## src/rtl/startup_sequencer_pkg.sv

```systemverilog
// Shared definitions for the power-up sequencer.
// State encodings also feed the top-level debug mux.
package startup_sequencer_pkg;

    typedef enum logic [1:0] {
        ST_WAIT    = 2'd0,
        ST_RELEASE = 2'd1,
        ST_RUN     = 2'd2
    } state_t;

    localparam int SYNC_STAGES = 2;

endpackage

```

## src/rtl/startup_sequencer_sync_2ff.sv

```systemverilog
// Double-flop synchroniser for a single asynchronous pin.
// Resets to 0, so a pin reads low until two clean edges pass.
module sync_2ff (
    input  logic clk,
    input  logic rst_n,
    input  logic d,
    output logic q
);

    logic meta;

    always_ff @(posedge clk or negedge rst_n) begin
        if (!rst_n) begin
            meta <= 1'b0;
            q    <= 1'b0;
        end else begin
            meta <= d;
            q    <= meta;
        end
    end

endmodule

```

## src/rtl/startup_sequencer.sv

```systemverilog
// Power-up sequencer: qualifies cclk, releases reset domains
// in staggered order, then runs a saturating cycle counter.
module startup_sequencer
    import startup_sequencer_pkg::*;
#(
    parameter int CCLK_STABLE = 512,
    parameter int N_CH        = 4,
    parameter int STAGGER     = 8,
    parameter int CNT_W       = 32,
    parameter int TIMEOUT     = 0,
    parameter int STICKY      = 1
) (
    input  logic             clk,
    input  logic             rst_n,
    input  logic             cclk,
    input  logic             soft_rst,
    output logic [N_CH-1:0]  chan_rst,
    output logic             ready,
    output logic [CNT_W-1:0] cycle,
    output logic             timeout,
    output logic [1:0]       state
);

    localparam int SW = $clog2(CCLK_STABLE + 1);
    localparam int GW = $clog2(STAGGER + 1);
    localparam int IW = $clog2(N_CH + 1);

    localparam logic [SW-1:0]    STAB_END = SW'(CCLK_STABLE - 1);
    localparam logic [GW-1:0]    STAG_END = GW'(STAGGER - 1);
    localparam logic [IW-1:0]    IDX_END  = IW'(N_CH);
    localparam logic [CNT_W-1:0] CYC_MAX  = '1;
    localparam logic [CNT_W-1:0] TO_VAL   = CNT_W'(TIMEOUT);
    localparam bit               TO_EN    = (TIMEOUT != 0);
    localparam bit               DROP_RUN = (STICKY == 0);

    logic cclk_s;

    state_t            state_q, state_nx;
    logic [SW-1:0]     stab_q, stab_nx;
    logic [GW-1:0]     stag_q, stag_nx;
    logic [IW-1:0]     idx_q, idx_nx;
    logic [N_CH-1:0]   chan_q, chan_nx;
    logic              ready_q, ready_nx;
    logic [CNT_W-1:0]  cyc_q, cyc_nx;
    logic              to_q, to_nx;

    sync_2ff u_cclk_sync (
        .clk   (clk),
        .rst_n (rst_n),
        .d     (cclk),
        .q     (cclk_s)
    );

    always_ff @(posedge clk or negedge rst_n) begin
        if (!rst_n) begin
            state_q <= ST_WAIT;
            stab_q  <= '0;
            stag_q  <= '0;
            idx_q   <= '0;
            chan_q  <= '1;
            ready_q <= 1'b0;
            cyc_q   <= '0;
            to_q    <= 1'b0;
        end else begin
            state_q <= state_nx;
            stab_q  <= stab_nx;
            stag_q  <= stag_nx;
            idx_q   <= idx_nx;
            chan_q  <= chan_nx;
            ready_q <= ready_nx;
            cyc_q   <= cyc_nx;
            to_q    <= to_nx;
        end
    end

    always_comb begin
        state_nx = state_q;
        stab_nx  = stab_q;
        stag_nx  = stag_q;
        idx_nx   = idx_q;
        chan_nx  = chan_q;
        ready_nx = ready_q;
        cyc_nx   = cyc_q;
        to_nx    = to_q;
        if (soft_rst) begin
            state_nx = ST_WAIT;
            stab_nx  = '0;
            stag_nx  = '0;
            idx_nx   = '0;
            chan_nx  = '1;
            ready_nx = 1'b0;
            cyc_nx   = '0;
            to_nx    = 1'b0;
        end else begin
            unique case (state_q)
                ST_WAIT: begin
                    if (!cclk_s) begin
                        stab_nx = '0;
                    end else if (stab_q == STAB_END) begin
                        state_nx = ST_RELEASE;
                        chan_nx  = chan_q << 1;
                        idx_nx   = IW'(1);
                        stag_nx  = '0;
                        stab_nx  = '0;
                    end else begin
                        stab_nx = stab_q + SW'(1);
                    end
                end
                ST_RELEASE: begin
                    if (!cclk_s) begin
                        state_nx = ST_WAIT;
                        chan_nx  = '1;
                        stab_nx  = '0;
                        stag_nx  = '0;
                        idx_nx   = '0;
                    end else if (idx_q == IDX_END) begin
                        state_nx = ST_RUN;
                        ready_nx = 1'b1;
                        cyc_nx   = '0;
                    end else if (stag_q == STAG_END) begin
                        // shift a 0 in: bit 0 goes first, bits never return to 1
                        chan_nx = chan_q << 1;
                        idx_nx  = idx_q + IW'(1);
                        stag_nx = '0;
                    end else begin
                        stag_nx = stag_q + GW'(1);
                    end
                end
                ST_RUN: begin
                    if (!cclk_s && DROP_RUN) begin
                        state_nx = ST_WAIT;
                        chan_nx  = '1;
                        ready_nx = 1'b0;
                        cyc_nx   = '0;
                        stab_nx  = '0;
                        stag_nx  = '0;
                        idx_nx   = '0;
                    end else if (cyc_q != CYC_MAX) begin
                        cyc_nx = cyc_q + CNT_W'(1);
                        if (TO_EN && cyc_nx == TO_VAL) begin
                            to_nx = 1'b1;
                        end
                    end
                end
                default: state_nx = ST_WAIT;
            endcase
        end
    end

    assign chan_rst = chan_q;
    assign ready    = ready_q;
    assign cycle    = cyc_q;
    assign timeout  = to_q;
    assign state    = state_q;

endmodule

```

## config.mk

```make
export PLATFORM = sky130hd
export DESIGN_NAME = startup_sequencer
export DESIGN_NICKNAME = d
export VERILOG_FILES = /design/src/rtl/startup_sequencer_pkg.sv /design/src/rtl/startup_sequencer_sync_2ff.sv /design/src/rtl/startup_sequencer.sv
export SDC_FILE = /design/constraint.sdc
export NUM_CORES = 1
export LEC_CHECK = 0
export BUFFER_PORTS_ARGS = -buffer_cell sky130_fd_sc_hd__buf_2
export CORE_ASPECT_RATIO = 0.9
export CORE_MARGIN = 3
export CORE_UTILIZATION = 55
export CTS_BUF_LIST = sky130_fd_sc_hd__clkbuf_16
export CTS_CLUSTER_SIZE = 28
export DETAILED_ROUTE_END_ITERATION = 7
export GPL_ROUTABILITY_DRIVEN = 0
export PLACE_DENSITY = 0.75
export SLEW_MARGIN = 5
export SYNTH_ARGS = -nofsm -noshare
export SYNTH_HDL_FRONTEND = slang
export SYNTH_SLANG_ARGS = --single-unit
```

## constraint.sdc

```tcl
create_clock -name clk -period 3.55 [get_ports clk]
set_clock_uncertainty 0.15 [all_clocks]
set_input_delay 0.1775 -clock clk [delete_from_list [all_inputs] [get_ports clk]]
set_output_delay 0.1775 -clock clk [all_outputs]
set_load 0.03 [all_outputs]
```

**Word-level counts from Yosys, hierarchy flattened**

Cells that the tools add are included.

- Bits in registers: 58
- Input bits: 4
- Output and inout port bits: 40
- Logic and storage cells: 82

- Add/subtract/negate cells: 4
- Eq/ne operators: 16
- Multiplexer cells: 41
- Reductions and logical operators: 12

Operators by type and width:

| kind | number |
|---|---|
| 32-bit two-way mux | 4 |
| 32-bit case mux with 2 select lines | 1 |
| 4-bit two-way mux | 12 |
| 10-bit two-way mux | 4 |
| 32-bit by 1-bit adder with 32-bit output (second input constant) | 1 |
| 32-bit inequality test (second input constant) | 1 |
| 10-bit case mux with 2 select lines | 1 |
| 3-bit two-way mux | 6 |
| 4-bit case mux with 2 select lines | 2 |
| 3-bit inequality test (second input constant) | 4 |
| 4-bit inequality test (second input constant) | 3 |
| 4-bit AND reduction | 3 |
| 10-bit by 1-bit adder with 10-bit output (second input constant) | 1 |
| 10-bit by 9-bit equality test with 1-bit output (second input constant) | 1 |
| 2-bit two-way mux | 5 |
| 3-bit by 2-bit inequality test with 1-bit output (second input constant) | 2 |
| 2-bit case mux with 3 select lines | 1 |
| 3-bit case mux with 2 select lines | 1 |
| 2-bit nonzero test | 3 |
| 3-bit nonzero test | 2 |
| 5-bit AND reduction | 1 |
| 4-bit by 1-bit adder with 4-bit output (second input constant) | 1 |
| 4-bit by 3-bit equality test with 1-bit output (second input constant) | 1 |
| 1-bit two-way mux | 4 |
| other kinds (8) | 8 |

**Depth between registers and ports, before layout**

Gate-level depths: netlist of the first run.

- Depth in word-level cells: 6
- Depth in mapped cells: 9
- Mapped depth without buffers: 7

**Cells and area by module**

A second synthesis of the first run with hierarchy kept.

- Cells, all modules: 353
- Area, all modules: 3,194.3 sq um

By module, submodules not included:

| module | times used | cells an instance | area each (sq um) | seq. area each (sq um) |
|---|---|---|---|---|
| startup_sequencer | 1 | 351 | 3,144.3 | 1,406.3 |
| sync_2ff | 1 | 2 | 50.0 | 50.0 |

**Worst setup path before layout of the first run**

OpenSTA, ideal clock, no wires.

- Path type: flip-flop to flip-flop
- Start: register state_q[1], in the netlist state[1]
- End: register cyc_q[0], in the netlist cycle[0]
- Setup time: 0.118 ns
- Data arrival time: 2.651 ns
- Data required time: 3.282 ns
- Path slack: 0.631 ns
- Stages on the path, launching flop included: 10
- Path buffers: 4
- Period minus slack after synthesis: 2.919 ns
- Cells stage by stage: dfrtp_1 -> buf_2 -> or3b_1 -> buf_2 -> or4_4 -> o41ai_4 -> buf_6 -> buf_6 -> nor3_1 -> a21o_1

- Cells in the longest elaborated chain, start to end: 3
- Elaborated cells between the ends (all ways): 9
- Those cells by class: eq/ne: 5; mux: 2; reduce/logical: 2

RTL lines:

| what | line | text |
|---|---|---|
| start: declaration | startup_sequencer.sv:38 | `state_t state_q, state_nx;` |
| start signal: assignment | startup_sequencer.sv:65 | `state_q <= state_nx;` |
| 2-bit by 1-bit equality test with 1-bit output / 2-bit equality test (equally long branches) | startup_sequencer.sv:95 | `unique case (state_q)` |
| 3-bit by 2-bit inequality test with 1-bit output (no source line), or another cell as far along | - |  |
| 4-bit AND reduction (no source line) / 32-bit two-way mux (equally long branches) | - |  |
| end signal: assignment | startup_sequencer.sv:71 | `cyc_q <= cyc_nx;` |
| end: declaration | startup_sequencer.sv:44 | `logic [CNT_W-1:0] cyc_q, cyc_nx;` |

Parallel ways exist; a longest one is shown, timed or not.
A chain may end at the register's enable or synchronous reset.

**Worst setup path in the final report of the first run**

- Start: register state_q[0], in the netlist state[0]
- End: register cyc_q[14], in the netlist cycle[14]

The elaborated chain is that of the path after synthesis.

==> results of run 1 <==
[metrics by stage]
step           power (mW)   util  cells  hold slack [ps]
4_1_cts              1.73  0.699    472             20.0
6_report             1.72  0.699    472             31.5
5_1_grt              1.77  0.699    472             39.7
3_3_place_gp        0.751  0.634    454              137
3_5_place_dp        0.752  0.634    454              137
2_1_floorplan       0.726      -    356             -268
[logic make-up (layout without fill, tap and decap cells)]
logic type / count (synthesis) / after routing
buffers and inverters: 26 / 75
adder cells (fa/ha/maj): 5 / 5
AND/OR/NAND/NOR: 153 / 153
flip-flops: 58 / 58
AO/OA/AOI/OAI: 106 / 106
other: 1 / 1
multiplexers: 7 / 7
[power by group]
group	leakage [nW]	internal, mW	switching, mW	total (mW)
Clock	0.170	0.678	0.298	0.976
Combinational	0.740	0.0189	0.0474	0.0663
Sequential	0.789	0.670	0.00561	0.676
Total	1.70	1.37	0.351	1.72
[how the worst min path moves through the flow]
| stage | cells past startpoint | to | startpoint | slack, ps |
|---|---|---|---|---|
| final | 2 | ready | soft_rst | 30 |
| after global routing | 2 | ready | soft_rst | 40 |
| after CTS | 2 | ready | soft_rst | 20 |
| after detailed placement | 1 | u_cclk_sync.meta | cclk | 140 |
| after global placement | 1 | u_cclk_sync.meta | cclk | 140 |
| after floorplan | 0 | cycle[0] | rst_n | -270 |
[layout by cell type, fill, tap and decap left out, types with 4 or more instances in the layout]
| master | n |
|---|---|
| sky130_fd_sc_hd__o31ai_1 | 23 |
| sky130_fd_sc_hd__or3_1 | 5 |
| sky130_fd_sc_hd__nand2b_1 | 10 |
| sky130_fd_sc_hd__inv_1 | 9 |
| sky130_fd_sc_hd__a21oi_1 | 25 |
| sky130_fd_sc_hd__ha_1 | 5 |
| sky130_fd_sc_hd__dfrtp_1 | 54 |
| sky130_fd_sc_hd__buf_4 | 7 |
| sky130_fd_sc_hd__clkbuf_16 | 9 |
| sky130_fd_sc_hd__o21ai_0 | 36 |
| sky130_fd_sc_hd__and3_1 | 7 |
| sky130_fd_sc_hd__and2_1 | 5 |
| sky130_fd_sc_hd__a31oi_1 | 6 |
| sky130_fd_sc_hd__buf_2 | 42 |
| sky130_fd_sc_hd__nor3_1 | 8 |
| sky130_fd_sc_hd__nor2_1 | 24 |
| sky130_fd_sc_hd__nand2_1 | 32 |
| sky130_fd_sc_hd__nand4_1 | 10 |
| sky130_fd_sc_hd__o41ai_1 | 5 |
| sky130_fd_sc_hd__or4_1 | 16 |
| sky130_fd_sc_hd__dfstp_2 | 4 |
| sky130_fd_sc_hd__nand3_1 | 19 |
| sky130_fd_sc_hd__mux2i_1 | 5 |
[cell type report]
cell class | instances | area share
sequential | 58 | 0.381
clock buffer | 9 | 0.0589
tap | 67 | 0.0219
inverter | 8 | 0.00785
timing repair buffer | 51 | 0.0739
multi-input combinational | 272 | 0.428
clock inverter | 7 | 0.0285
[cells in the mapped netlist (2+ instances only)]
| cell | count |
|---|---|
| sky130_fd_sc_hd__mux2i_1 | 5 |
| sky130_fd_sc_hd__o21ai_0 | 36 |
| sky130_fd_sc_hd__o31ai_1 | 23 |
| sky130_fd_sc_hd__buf_6 | 3 |
| sky130_fd_sc_hd__ha_1 | 5 |
| sky130_fd_sc_hd__a21o_1 | 2 |
| sky130_fd_sc_hd__or3_1 | 5 |
| sky130_fd_sc_hd__nor3_1 | 8 |
| sky130_fd_sc_hd__buf_4 | 2 |
| sky130_fd_sc_hd__a22o_1 | 2 |
| sky130_fd_sc_hd__nand2_1 | 32 |
| sky130_fd_sc_hd__o41ai_1 | 5 |
| sky130_fd_sc_hd__dfrtp_1 | 54 |
| sky130_fd_sc_hd__clkbuf_1 | 10 |
| sky130_fd_sc_hd__nor2_1 | 24 |
| sky130_fd_sc_hd__mux2_2 | 2 |
| sky130_fd_sc_hd__nor3b_1 | 3 |
| sky130_fd_sc_hd__buf_2 | 3 |
| sky130_fd_sc_hd__nand4_1 | 10 |
| sky130_fd_sc_hd__nor4_1 | 2 |
| sky130_fd_sc_hd__a21oi_1 | 25 |
| sky130_fd_sc_hd__dfstp_2 | 4 |
| sky130_fd_sc_hd__inv_1 | 8 |
| sky130_fd_sc_hd__or2_2 | 3 |
| sky130_fd_sc_hd__nand3_1 | 19 |
| sky130_fd_sc_hd__and3_1 | 7 |
| sky130_fd_sc_hd__or4_1 | 16 |
| sky130_fd_sc_hd__a31oi_1 | 6 |
| sky130_fd_sc_hd__nand2b_1 | 10 |
| sky130_fd_sc_hd__and2_1 | 5 |
| sky130_fd_sc_hd__and4_1 | 3 |
[sequential cells by signal (all words and copies together), names as in the netlist]
signal            count
cycle                32
stab_q               10
chan_rst              4
stag_q                4
idx_q                 3
state                 2
ready                 1
u_cclk_sync.meta      1
u_cclk_sync.q         1
[metal layers]
metal	vias up	track usage	wire, um
met3	22	0.0766	476
met1	1465	0.332	3630
met2	94	0.378	3620
met4	0	0.0779	157
li1	1439	-	-
met5	-	0	0
==> qor.csv, run 1 <==
stage,metric,value,unit
run_status,status,"finished, final reports clean",
detailed_routing,route.detailed.wl_per_inst,16.7,um
detailed_routing,routed_via_density,6.40,
layout,layout.nets,409,
layout,n_fill_cell,422,
synthesis,synth_xor_xnor_area_share,0,
worst_setup_path,cp_data_arrival_time,2820,ps
worst_setup_path,largest_fanout_on_the_critical_path,29,
clocking,cts_num_sinks,58,
timing,timing_max_transition_violations_final,0,
detailed_routing,antenna_violating_nets_left,0,
die,floorplan.io_pins,44,
synthesis,async_reset_ff_frac,1.00,
detailed_routing,drt_wl_total,7890,um
synthesis,netlist.top_cell.by_area,sky130_fd_sc_hd__dfrtp_1,
detailed_routing,initialDrtViolationCount,201,
worst_setup_path,cp_top_family,simple AND/OR/NAND/NOR gates,
worst_setup_path,path_class,reg2reg,
layout,drive_gt1_frac,0.188,
die,die_height,78.7,um
detailed_routing,detail_route.first_pass.iterations,5,
global_routing,globalRouteOverflowTotal,0,
clocking,clkTransAtPathRegs,50,ps
synthesis,yosysUniqueCellTypes,45,
global_routing,wire_length_of_the_first_global_routing_pass,13400,um
detailed_routing,remaining_drcs,0,
worst_setup_path,r2r-start,state[0],
clocking,cts-buffers-inserted,9,
synthesis,synthTopCellsByArea,"sky130_fd_sc_hd__dfrtp_1 (42%), sky130_fd_sc_hd__o21ai_0 (5.6%), sky130_fd_sc_hd__o31ai_1 (5.4%), sky130_fd_sc_hd__a21oi_1 (3.9%), sky130_fd_sc_hd__nand2_1 (3.7%)",
min_path,hp-class,in2reg,
synthesis,number_of_enable_flip_flop_cells_after_synthesis,0,
global_routing,grt_antenna_before_repair,0,
timing,setup_ws,783,ps
pwr,vdd.ir_drop.worst,352,uV
layout,layout.cell_area.non_filler,3820,um2
place,placed_area,3470,um2
die,initial_utilization,0.589,
worst_setup_path,critical_path_cell_count,6,
clocking,clock_latency,320,ps
worst_setup_path,crit_path_start_kind,flip-flop,
synthesis,yosysWarnings,0,
timing,final_setup_viols,0,
die,placement_rows,25,
run,cap_violations,0,
global_routing,first_global_vias,2872,
clocking,tritoncts,built,
worst_setup_path,capture_instance_of_the_worst_register_to_register_path,cycle[14],
place,port_buffers,42,
layout,layout.area.seq,1460,um2
synthesis,post_synth.cell_area_avg,9.06,um2
global_routing,grt_max_degree,40,
synthesis,synth_adder_area_share,0.0194,
clocking,clockRootBuffer,sky130_fd_sc_hd__clkbuf_16,
detailed_routing,via_count,3020,
place,place_hpwl,5180,um
synthesis,synth.yosys.seq_area_share,0.452,
layout,multi_input_area,1640,um2
timing,worst_slew_margin_rel,0.417,
die,placeableCoreArea,5470,um2
timing,worst_slew_pin_slew,874,ps
worst_setup_path,cp_cell_sequence,or3b_1 -> or4_4 -> o41ai_4 -> buf_4 -> or4_1 -> a21oi_1,
die,die-width,86.7,um
worst_setup_path,endpoint_kind,flip-flop,
clocking,buffers_inserted_by_post_cts_timing_repair,0,
worst_setup_path,crit_buf_inv,1,
synthesis,synth.mux.area_fraction,0.0225,
timing,grt_setup_unrepaired,no,
clocking,cts_resized,0,
synthesis,synth_seq_cells,58,
timing,period_needed,2770,ps
synthesis,dominantRegCellSynth,sky130_fd_sc_hd__dfrtp_1,
clocking,cts.hold.buffers_added,2,
synthesis,largest_family_of_logic_cells_by_synthesized_area,simple AND/OR/NAND/NOR gates,
synthesis,syn_inst,356,
timing,setup_total_negative_slack,0,ps
worst_setup_path,timing.critical_path.slowest_stage_cell,sky130_fd_sc_hd__or4_4,
timing,layout_worst_path_cycle_share,0.779,
layout,diodes,0,
worst_setup_path,r2r_slack,780,ps
timing,finalHoldViolCount,0,
synthesis,mappedNetlistArea,3230,um2
die,die-area,6820,um2
global_routing,gr-usage-all-layers,0.246,
worst_setup_path,worst_setup_path_startpoint,state[0],
synthesis,post_synth_and_or_nand_nor_area_fraction,0.258,
pwr,power-per-cell-area,449,nW/um2
synthesis,synth_top_cell_area_share,0.419,
clocking,cts.htree.levels,3,
place,detailedPlace.worstSlack,845,ps
pwr,p_leak,1.70,nW
synthesis,syn-num-nets,365,
clocking,ctsLongestPathBuffers,2,
layout,area_growth,18.6,%
timing,fmaxAchievable,361,MHz
worst_setup_path,timing.critical_path.slowest_cell_delay,590,ps
worst_setup_path,r2r.worst_path.cells,6,
worst_setup_path,critical_path.endpoint,cycle[14],
worst_setup_path,worst_ep_required_time,3600,ps
synthesis,synth_compound_gate_area_share,0.207,
(Power assumes the default switching activity.)
==> inputs of run 2 (changes only) <==
- clock period: 3.55 -> 2.64 ns (I/O delays scaled with it)
==> run 2 against run 1 <==
Against the previous run: register-to-register slack worse by 530 ps; hold slack better by 170 ps; cell area is 2.0% higher; first-iteration DRC count is 27% lower; utilization is 1.4 points higher; non-clock buffer count is 11 higher; critical endpoint is now cycle[22].
==> qor.csv, run 2 (synthesized netlist as in run 1, its figures left out) <==
stage,metric,value,unit
run_status,status,"finished, final reports clean",
clocking,cts_num_sinks,58,
worst_setup_path,path_class,reg2reg,
global_routing,met3_usage,0.0619,
die,die-width,86.7,um
detailed_routing,initialDrtViolationCount,147,
worst_setup_path,worst_ep_required_time,2730,ps
clocking,tritoncts,built,
timing,layout_worst_path_cycle_share,0.903,
timing,grt_setup_unrepaired,no,
global_routing,grtUsageMet1,0.361,
worst_setup_path,cp_data_arrival_time,2480,ps
die,placement_rows,25,
global_routing,grt_antenna_before_repair,0,
detailed_routing,antenna_violating_nets_left,0,
global_routing,gr-usage-all-layers,0.254,
timing,timing_max_transition_violations_final,0,
layout,multi_input_area,1640,um2
clocking,cts.htree.levels,3,
global_routing,first_global_vias,2857,
global_routing,wire_length_of_the_first_global_routing_pass,13700,um
detailed_routing,via_count,3015,
layout,layout.cells.most_common_list,"sky130_fd_sc_hd__dfrtp_1 (52), sky130_fd_sc_hd__buf_2 (42), sky130_fd_sc_hd__o21ai_0 (36)",
die,die_height,78.7,um
timing,worst_slew_pin_slew,917,ps
die,placeableCoreArea,5470,um2
worst_setup_path,largest_fanout_on_the_critical_path,31,
clocking,clockRootBuffer,sky130_fd_sc_hd__clkbuf_16,
detailed_routing,detail_route.first_pass.iterations,4,
layout,largest_reg_flops,32,
layout,drive_gt1_frac,0.207,
place,port_buffers,42,
detailed_routing,remaining_drcs,0,
global_routing,grt.met2_usage,0.383,
layout,layout.nets,420,
layout,area_growth,21.0,%
pwr,power-per-cell-area,570,nW/um2
detailed_routing,route.detailed.wl_per_inst,16.6,um
run,cap_violations,0,
detailed_routing,routed_via_density,6.24,
die,die-area,6820,um2
timing,worst_slew_margin_rel,0.389,
worst_setup_path,crit_buf_inv,2,
clocking,clock_latency,330,ps
timing,setup_total_negative_slack,0,ps
clocking,cts_resized,0,
global_routing,globalRouteOverflowTotal,0,
timing,fmaxAchievable,420,MHz
detailed_routing,drt_wl_total,8010,um
timing,finalHoldViolCount,0,
clocking,cts.hold.buffers_added,3,
worst_setup_path,endpoint_kind,flip-flop,
die,floorplan.io_pins,44,
clocking,ctsLongestPathBuffers,2,
clocking,buffers_inserted_by_post_cts_timing_repair,0,
layout,stdcell_count,483,
layout,layout.cells.most_common,sky130_fd_sc_hd__dfrtp_1,
worst_setup_path,cp_cell_sequence,inv_1 -> ha_1 -> a41o_1 -> a21o_1 -> o41ai_4 -> buf_12 -> or4_1 -> a21oi_1,
place,place_hpwl,5350,um
timing,period_needed,2380,ps
worst_setup_path,crit_path_start_kind,flip-flop,
min_path,hp-class,reg2reg,
global_routing,grt_max_degree,41,
layout,layout.area.seq,1460,um2
pwr,vdd.ir_drop.worst,468,uV
pwr,power,2.22,mW
global_routing,globalRoute.busiestLayer,met2,
layout,n_fill_cell,428,
worst_setup_path,timing.critical_path.slowest_stage_cell,sky130_fd_sc_hd__or4_1,
worst_setup_path,cp_top_family,compound AO/OA/AOI/OAI gates,
clocking,cts-buffers-inserted,9,
pwr,p_leak,1.73,nW
worst_setup_path,timing.critical_path.slowest_cell_delay,500,ps
layout,diodes,0,
place,place_inst,464,
timing,final_setup_viols,0,
clocking,clkTransAtPathRegs,50,ps
die,initial_utilization,0.589,
## run 2: per-layer routing
layer	wire (um)	vias up
li1	-	1457
met1	3770	1427
met2	3560	121
met3	580	10
met4	96	0
met5	0	-
## run 2: final cells by class
cell class	instances	area share
Clock inverter	7	0.0221
Timing Repair Buffer	62	0.0975
Tap cell	67	0.0215
Clock buffer	9	0.0577
Inverter	8	0.00769
Multi-Input combinational cell	272	0.420
Sequential cell	58	0.374
## run 2: final timing paths
kind,slack [ps],startpoint,depth (start not counted),end
min reg2reg,200,u_cclk_sync.meta,0,u_cclk_sync.q
max reg2reg,260,idx_q[0],8,cycle[22]
min in group asynchronous,330,rst_n,2,cycle[18]
max in group asynchronous,1280,rst_n,3,stab_q[8]
max,260,idx_q[0],8,cycle[22]
min,200,u_cclk_sync.meta,0,u_cclk_sync.q
## run 2: power breakdown
| part | switching [mW] | leakage, nW | internal [mW] | total (mW) |
|---|---|---|---|---|
| logic | 0.0656 | 0.801 | 0.0303 | 0.0959 |
| registers | 0.00727 | 0.786 | 0.902 | 0.909 |
| clock network | 0.405 | 0.148 | 0.815 | 1.22 |
## run 2: stage by stage
step / util / instance area, um2 / setup slack, ps / hold slack, ps
after global placement: 0.651 / 3560 / 358 / 89.6
after CTS: 0.713 / 3900 / 275 / 219
final: 0.713 / 3900 / 256 / 202
after global routing: 0.713 / 3900 / 136 / 204
after detailed placement: 0.651 / 3560 / 294 / 91.8
after floorplan: - / 3230 / 41.4 / -314
==> inputs of run 3 (changes only) <==
- PLACE_DENSITY: 0.75 -> 0.8
==> run 3 against run 2 <==
Against the previous run: sequential power about the same; clock power about the same; clock-buffer cell count unchanged; combinational power increased by 3.2%; sequential share of layout area decreased by 0.12 points; critical path type is now in2reg; hold slack got worse by 27 ps; first-iteration DRC count increased by 57%; register-to-register slack got worse by 20 ps; total power increased by 0.19%; highest routed layer unchanged; worst setup slack got worse by 150 ps; maximum frequency decreased by 5.9%; global-route usage increased by 1.0 points.
==> qor.csv, run 3 (synthesized netlist as in run 1, its figures left out) <==
stage,metric,value,unit
run_status,status,"finished, final reports clean",
die,placeableCoreArea,5470,um2
clocking,cts.htree.levels,3,
worst_setup_path,path_class,in2reg,
timing,period_needed,2530,ps
global_routing,grt.met2_usage,0.409,
timing,worst_slew_pin_slew,673,ps
timing,grt_setup_unrepaired,no,
global_routing,wire_length_of_the_first_global_routing_pass,14200,um
timing,fmaxAchievable,395,MHz
detailed_routing,detail_route.first_pass.iterations,5,
worst_setup_path,largest_fanout_on_the_critical_path,27,
layout,diodes,0,
clocking,cts-buffers-inserted,9,
place,placed_area,3560,um2
global_routing,gr-usage-all-layers,0.264,
die,die-width,86.7,um
worst_setup_path,capture_instance_of_the_worst_register_to_register_path,cycle[26],
layout,area_growth,21.4,%
global_routing,grt_antenna_before_repair,0,
timing,timing_max_transition_violations_final,0,
detailed_routing,via_count,3146,
clocking,tritoncts,built,
layout,finish.utilization,0.715,
die,placement_rows,25,
timing,worst_slew_margin_rel,0.547,
place,place_hpwl,5440,um
timing,finalHoldViolCount,0,
global_routing,grtUsageMet1,0.348,
pwr,p_leak,1.75,nW
clocking,clockRootBuffer,sky130_fd_sc_hd__clkbuf_16,
detailed_routing,antenna_violating_nets_left,0,
clocking,cts_num_sinks,58,
clocking,ctsLongestPathBuffers,2,
detailed_routing,route.detailed.wl_per_inst,17.1,um
global_routing,globalRouteOverflowTotal,0,
worst_setup_path,worst_ep_required_time,2710,ps
worst_setup_path,cp_data_arrival_time,2600,ps
die,die-area,6820,um2
run,cap_violations,0,
place,port_buffers,42,
timing,setup_total_negative_slack,0,ps
layout,stdcell_count,482,
global_routing,grt_max_degree,36,
detailed_routing,drt_wl_total,8220,um
global_routing,globalRoute.busiestLayer,met2,
worst_setup_path,r2r_slack,240,ps
global_routing,first_global_vias,3026,
worst_setup_path,endpoint_kind,flip-flop,
layout,layout.cells.most_common_list,"sky130_fd_sc_hd__dfrtp_1 (52), sky130_fd_sc_hd__buf_2 (42), sky130_fd_sc_hd__o21ai_0 (36)",
die,floorplan.io_pins,44,
detailed_routing,initialDrtViolationCount,231,
layout,layout.cells.most_common,sky130_fd_sc_hd__dfrtp_1,
worst_setup_path,r2r-start,idx_q[0],
die,die_height,78.7,um
layout,largest_reg_flops,32,
detailed_routing,routed_via_density,6.53,
layout,layout.nets,419,
detailed_routing,remaining_drcs,0,
worst_setup_path,r2r.worst_path.cells,7,
timing,final_setup_viols,0,
min_path,hp-class,in2async,
die,initial_utilization,0.589,
clocking,clkTransAtPathRegs,50,ps
layout,layout.cell_area.non_filler,3920,um2
timing,layout_worst_path_cycle_share,0.959,
place,place_inst,462,
layout,drive_gt1_frac,0.207,
pwr,power-per-cell-area,569,nW/um2
clocking,clock_latency,330,ps
pwr,vdd.ir_drop.worst,454,uV
worst_setup_path,crit_path_start_kind,input pin,
global_routing,met3_usage,0.0724,
timing,fin_worst_hold_slack,174,ps
[run 3: cell types whose count changed in the layout (fill, tap and decap cells not counted)]
cell                         delta
sky130_fd_sc_hd__buf_12         +1
sky130_fd_sc_hd__clkinv_1       -1
sky130_fd_sc_hd__buf_4          -2
sky130_fd_sc_hd__clkinv_2       +2
sky130_fd_sc_hd__nor4_2         -1
sky130_fd_sc_hd__clkinvlp_4     -1
sky130_fd_sc_hd__nor4_4         +1
[run 3: per-layer routing]
layer | share of wire | vias up | wire (um)
met2 | 0.47 | 142 | 3880
met4 | 0.022 | 0 | 180
met5 | 0 | - | 0
met1 | 0.44 | 1523 | 3600
met3 | 0.069 | 20 | 564
li1 | - | 1461 | -
[run 3: stage by stage]
stage / setup slack, ps / power, mW
floorplan: 41.4 / 0.976
global placement: 331 / 1.01
detailed placement: 261 / 1.02
CTS: 89.0 / 2.24
global route: 19.2 / 2.30
finish: 107 / 2.23
[run 3: cell type report]
class / count / area (um2)
multi-input combinational: 272 / 1650
fill: 402 / 1560
sequential: 58 / 1460
timing repair buffer: 61 / 385
clock buffer: 9 / 225
clock inverter: 7 / 85.1
tap: 67 / 83.8
inverter: 8 / 30.0
[run 3: power by group]
| part | internal [mW] | switching [mW] |
|---|---|---|
| sequential | 0.902 | 0.00733 |
| clock | 0.814 | 0.406 |
| combinational | 0.0325 | 0.0665 |
[run 3: repair_timing]
item | 4_1_cts | 5_1_grt
hold buffers | 3 | 0
setup endpoints to repair | 0 | 5
hold endpoints to repair | 25 | 0
gates resized for setup | 0 | 1
setup buffers | 0 | 1
[run 3: worst max-delay path, stage by stage]
cell	delay, ps
sky130_fd_sc_hd__dlygate4sd3_1	540
sky130_fd_sc_hd__buf_2	200
sky130_fd_sc_hd__or3b_1	400
sky130_fd_sc_hd__or4_4	480
sky130_fd_sc_hd__o41ai_4	400
sky130_fd_sc_hd__buf_12	210
sky130_fd_sc_hd__nor3_1	60
sky130_fd_sc_hd__a21o_1	160
[run 3: how the worst max path moves through the flow]
| stage | slack, ps | end | start | cells past startpoint |
|---|---|---|---|---|
| finish | 110 | cycle[0] | soft_rst | 8 |
| CTS | 90 | cycle[23] | soft_rst | 7 |
| detailed placement | 260 | cycle[23] | state[1] | 5 |
| global route | 20 | cycle[5] | soft_rst | 8 |
| global placement | 330 | cycle[23] | state[1] | 5 |
| floorplan | 40 | cycle[0] | state[0] | 9 |
